<file path="src/rtl/tx_uart.sv">
// rtl/tx_uart.sv - UART transmitter: start bit, NB_DATA data bits LSB first, N_STOP stop bits
module tx_uart #(
    parameter int NB_DATA       = 8,
    parameter int N_STOP        = 2,
    parameter int N_TICKS       = 16,
    parameter int NB_COUNT      = 4,
    parameter int NB_DATA_COUNT = 3,
    parameter int NB_STATE      = 2
) (
    input  logic               i_clock,
    input  logic               i_reset,
    input  logic               i_tick,
    input  logic               i_tx_start,
    input  logic [NB_DATA-1:0] i_data,
    output logic               o_tx,
    output logic               o_tx_done_tick,
    output logic               o_busy
);

    typedef enum logic [NB_STATE-1:0] {IDLE, START, DATA, STOP} state_t;

    // One extra counter bit lets the stop phase count all N_STOP bits in one run.
    localparam logic [NB_COUNT:0]        LAST_BIT  = (NB_COUNT+1)'(N_TICKS - 1);
    localparam logic [NB_COUNT:0]        LAST_STOP = (NB_COUNT+1)'(N_STOP * N_TICKS - 1);
    localparam logic [NB_COUNT:0]        TICK_ONE  = (NB_COUNT+1)'(1);
    localparam logic [NB_DATA_COUNT-1:0] LAST_DATA = NB_DATA_COUNT'(NB_DATA - 1);
    localparam logic [NB_DATA_COUNT-1:0] BIT_ONE   = NB_DATA_COUNT'(1);

    state_t                   state_q, state_d;
    logic [NB_COUNT:0]        tick_q, tick_d;
    logic [NB_DATA_COUNT-1:0] bit_q, bit_d;
    logic [NB_DATA-1:0]       shift_q, shift_d;
    logic                     tx_q, tx_d;
    logic                     done;

    always_ff @(posedge i_clock or negedge i_reset) begin
        if (!i_reset) begin
            state_q <= IDLE;
            tick_q  <= '0;
            bit_q   <= '0;
            shift_q <= '0;
            tx_q    <= 1'b1;
        end else begin
            state_q <= state_d;
            tick_q  <= tick_d;
            bit_q   <= bit_d;
            shift_q <= shift_d;
            tx_q    <= tx_d;
        end
    end

    always_comb begin
        state_d = state_q;
        tick_d  = tick_q;
        bit_d   = bit_q;
        shift_d = shift_q;
        done    = 1'b0;
        tx_d    = 1'b1;
        case (state_q)
            IDLE: begin
                if (i_tx_start) begin
                    shift_d = i_data;
                    tick_d  = '0;
                    bit_d   = '0;
                    state_d = START;
                end
            end
            START: begin
                if (i_tick) begin
                    if (tick_q == LAST_BIT) begin
                        tick_d  = '0;
                        state_d = DATA;
                    end else begin
                        tick_d = tick_q + TICK_ONE;
                    end
                end
            end
            DATA: begin
                if (i_tick) begin
                    if (tick_q == LAST_BIT) begin
                        tick_d  = '0;
                        shift_d = shift_q >> 1;
                        if (bit_q == LAST_DATA) begin
                            bit_d   = '0;
                            state_d = STOP;
                        end else begin
                            bit_d = bit_q + BIT_ONE;
                        end
                    end else begin
                        tick_d = tick_q + TICK_ONE;
                    end
                end
            end
            STOP: begin
                if (i_tick) begin
                    if (tick_q == LAST_STOP) begin
                        tick_d  = '0;
                        done    = 1'b1;
                        state_d = IDLE;
                    end else begin
                        tick_d = tick_q + TICK_ONE;
                    end
                end
            end
            default: state_d = IDLE;
        endcase
        // The line level is computed from the next state so o_tx is a clean flop output.
        case (state_d)
            START:   tx_d = 1'b0;
            DATA:    tx_d = shift_d[0];
            default: tx_d = 1'b1;
        endcase
    end

    assign o_tx           = tx_q;
    assign o_tx_done_tick = done;
    assign o_busy         = (state_q != IDLE);

endmodule

</file>
<file path="config.mk">
export PLATFORM = sky130hd
export DESIGN_NAME = tx_uart
export DESIGN_NICKNAME = d
export VERILOG_FILES = /design/src/rtl/tx_uart.sv
export SDC_FILE = /design/constraint.sdc
export NUM_CORES = 1
export LEC_CHECK = 0
export ABC_AREA = 0
export ABC_CLOCK_PERIOD_IN_PS = 5800
export CORE_UTILIZATION = 40
export DETAILED_ROUTE_END_ITERATION = 10
export PLACE_DENSITY = 0.68
export SLEW_MARGIN = 25
export SYNTH_ARGS = -nofsm -noshare
export SYNTH_HDL_FRONTEND = slang
export SYNTH_SLANG_ARGS = --single-unit
</file>
<file path="constraint.sdc">
create_clock -name i_clock -period 5.8 [get_ports i_clock]
set_input_delay 1.16 -clock i_clock [delete_from_list [all_inputs] [get_ports i_clock]]
set_output_delay 1.16 -clock i_clock [all_outputs]
set_load 0.03 [all_outputs]
</file>
# Yosys cells after proc, flatten, opt, wreduce, memory -nomap -nowiden
# Cells that the tools add are included.
# word_totals
regBits	19
inputBits	12
# classes
addsub	2
eq_ne	13
mux	28
n_reduce_logical	6
# ops
cell	n
$mux W5	5
$mux W8	3
$mux W2	8
$pmux W8 S2	1
$pmux W5 S3	1
$mux W3	4
$ne A2 B2 Y1 const B	4
$pmux W2 S4	1
$eq A2 B2 Y1 const B	3
$pmux W3 S2	1
$add A5 B1 Y5 const B	1
$eq A5 B4 Y1 const B	1
$eq A5 B5 Y1 const B	1
$eq A2 B1 Y1 const B	2
$reduce_and A4 Y1	1
$reduce_bool A2 Y1	2
$add A3 B1 Y3 const B	1
$eq A3 B3 Y1 const B	1
$mux W1	3
$reduce_and A3 Y1	1
$logic_not A2 Y1	1
$ne A2 B1 Y1 const B	1
$pmux W1 S2	1
$reduce_or A2 Y1	1

# Logic depth before layout (Yosys ltp)
# depth
ltp_word	7
mapped_depth	9
ltp_nobuf	8

# Worst setup path after synthesis
# No wires, ideal clock.
# synth_timing
kind	input to output
start	in i_tick
end	out o_tx_done_tick
arrival_time_ns	1.627
path_slack_ns	3.013
path_stages	2
n_path_buf	0
cell_sequence	nand2_1 > nor2_1
# synth_between
elab_chain_cells	2
# synth_rtl
item	line	rtl
start: declaration	12	input logic i_tick,
$mux W1	95	if (i_tick) begin
$mux W1	59	case (state_q)
end: declaration	16	output logic o_tx_done_tick,
# No other way between the ends.

# Worst setup path after layout
# Ends and elaborated chain as after synthesis.

==> impl_metrics.py <==
metrics = {
    "clock_tree": {
        "numCtsBuffers": 3,
        "tritoncts": "yes",
        "htreeDepth": 1,
        "cts_sinks": 19,
        "clk_latency_ns": 0.30,
        "cts-resized-gates": 0,
        "clk_pin_slew_worst_paths_ns": 0.11,
        "root_buffer": "clkbuf_4",
        "post_cts_buffers": 0,
        "cts_buffer_depth": 2,
        "postCtsHoldBufs": 0,
    },
    "critical_path": {
        "start_kind": "input port",
        "cp.arrival_ns": 2.61,
        "crit_start": "i_tick",
        "worstPathMaxFanout": 6,
        "worst_setup_path_end_kind": "primary output",
        "r2r-start": "tick_q[0]$_DFFE_PN0P_",
        "criticalPathCategory": "in -> out",
        "r2r_cells": 7,
        "crit_path_end": "o_tx_done_tick",
        "cp.required_ns": 4.64,
        "reg2reg_to": "bit_q[0]$_DFFE_PN0P_",
        "r2r_slack_ns": 3.47,
    },
    "yosys": {
        "ys_seq_area_frac": 0.417,
        "syn-num-nets": 144,
        "netlist_instances": 121,
        "synth_edf_count": 0,
        "synthTopCellsByArea": "dfrtp_1 (39%), ha_1 (12%), o21ai_0 (7.4%), nand2_1 (5.9%), a22oi_1 (3.9%)",
        "yosys_warnings": 0,
        "syn_avg_cell_area_um2": 9.45,
        "yosysTopAreaCell": "dfrtp_1",
        "synth-async-reset-ratio": 1.00,
        "ys_ff_latch": 19,
        "synth_ff_type": "dfrtp_1",
        "synth.distinct_cells": 33,
        "synth_top_area_frac": 0.394,
        "netlist_area_mm2": 0.00114,
    },
    "grt": {
        "grt_overflow": 0,
        "grt_start_max_net_pins": 21,
        "gr-usage-all-layers": 0.161,
        "grt_pass1_vias": 910,
        "antenna_found_initial": 0,
        "grt_pass1_wl_um": 3910,
    },
    "worst_hold_path": {
        "hp-start": "bit_q[1]$_DFFE_PN0P_",
        "hold_path_class": "reg -> reg",
    },
    "timing": {
        "timing.fmax_mhz": 266,
        "skew_ns": 0.00879,
        "timing.hold.ws_ns": 0.492,
        "period_share": 0.649,
        "fin_crit_ns": 3.77,
        "maxSlewViolCount": 0,
        "fin_setup_tns_ns": 0,
        "max-slew-margin-rel": 0.436,
        "hold_viol_final": 0,
        "worstMarginPinSlew_ns": 0.843,
        "rsz0062_at_grt": "false",
        "setup_viol": 0,
    },
    "floorplan": {
        "coreArea_mm2": 0.00273,
        "die_y_um": 55.5,
        "start_util": 0.418,
        "num_io_pins": 15,
        "dieWidth_um": 55.5,
        "rows": 19,
        "dieArea_mm2": 0.00308,
    },
    "power_and_ir_drop": {
        "ir_worst_vdd_mv": 0.146,
        "power.density_mw_per_mm2": 244,
        "p_leak_nw": 0.594,
    },
    "flow_run": {
        "drv_cap": 0,
    },
    "detailed_routing": {
        "vias": 889,
        "drc": 0,
        "dr.first_iter.drc_count": 19,
        "ant_nets": 0,
        "avgRoutedWirePerCell_um": 13.2,
        "first_pass_iters": 4,
        "drt-vias-per-instance": 5.42,
        "routed_wl_um": 2160,
    },
    "layout": {
        "regArea_um2": 477,
        "final_layout_size_suffix_gt1_frac": 0.0602,
        "diodes": 0,
        "multiInputGateArea_um2": 597,
        "final_nets": 157,
        "fill_cells": 271,
        "most-common-layout-cells": "nand2_1 (18), dfrtp_1 (18), o21ai_0 (17), clkdlybuf4s50_1 (14), ha_1 (11)",
        "area_delta_synth_final_pct": 14.2,
        "finish.utilization": 0.478,
    },
    "placement": {
        "io_buffer_count": 14,
        "gp_congestion": 0.835,
        "dpl.hpwl_um": 1630,
    },
    "status": {
        "status": "completed",
    },
}
synthesized netlist by cell type, drive strengths merged (2+ instances only):
master and count:
and3 3, dfrtp 18, ha 11, o21ai 18, buf 6, mux2i 2
nand2 18, nor2 7, nand3 3, a22oi 6, nand2b 4, inv 7
critical path, stage by stage:
cell	delay, ns
clkdlybuf4s50_1	0.57
nand2_1	0.12
nor2_1	0.09
clkdlybuf4s50_1	0.67
how the worst min path moves through the flow:
stage,end,slack (ns),cells after the start
after detailed placement,bit_q[1]$_DFFE_PN0P_,0.47,2
after CTS,bit_q[1]$_DFFE_PN0P_,0.50,2
final,bit_q[1]$_DFFE_PN0P_,0.49,2
after floorplan,shift_q[1]$_DFFE_PN0P_,0.45,2
after global placement,shift_q[2]$_DFFE_PN0P_,0.47,2
after global routing,bit_q[1]$_DFFE_PN0P_,0.53,2
power by group:
group | total (mW) | internal [mW] | switching [mW]
Sequential | 0.175 | 0.157 | 0.0180
Combinational | 0.0778 | 0.0415 | 0.0363
Clock | 0.0664 | 0.0257 | 0.0406
through the flow:
stage	power, mW	cell area (um2)	worst slack, ns	cells
3_3_place_gp	0.251	1280	2.09	160
3_5_place_dp	0.256	1280	2.04	160
5_1_grt	0.344	1310	1.97	164
2_1_floorplan	0.228	1140	3.01	121
4_1_cts	0.324	1310	2.03	164
6_report	0.319	1310	2.03	164
final cells by class:
type,count,area share
tap,31,0.0297
sequential,19,0.365
clock inverter,1,0.00383
timing repair buffer,14,0.107
inverter,7,0.0201
clock buffer,3,0.0172
multi-input combinational,89,0.457
kinds of logic (layout without fill, tap and decap cells):
logic type | count (synthesis) | in the layout | synth area share
XOR/XNOR | 1 | 1 | 0.00766
adder cells (fa/ha/maj) | 11 | 11 | 0.120
AND/OR/NAND/NOR | 39 | 39 | 0.164
AO/OA/AOI/OAI | 35 | 35 | 0.199
multiplexers | 3 | 3 | 0.0306
buffers and inverters | 13 | 25 | 0.0613
flip-flops | 19 | 19 | 0.417
state kept, by name, indices dropped and copies added, names as in the netlist:
signal	flops
bit_q	3
shift_q	8
tick_q	5
state_q	2
o_tx	1
layer usage:
layer | vias up | GRT usage | routed length (um)
met4 | 0 | 0.0750 | 33
met5 | - | 0 | 0
met1 | 423 | 0.203 | 988
met2 | 16 | 0.267 | 1070
li1 | 447 | - | -
met3 | 3 | 0.0281 | 71
Note: power is estimated with default switching activity, not from simulation.
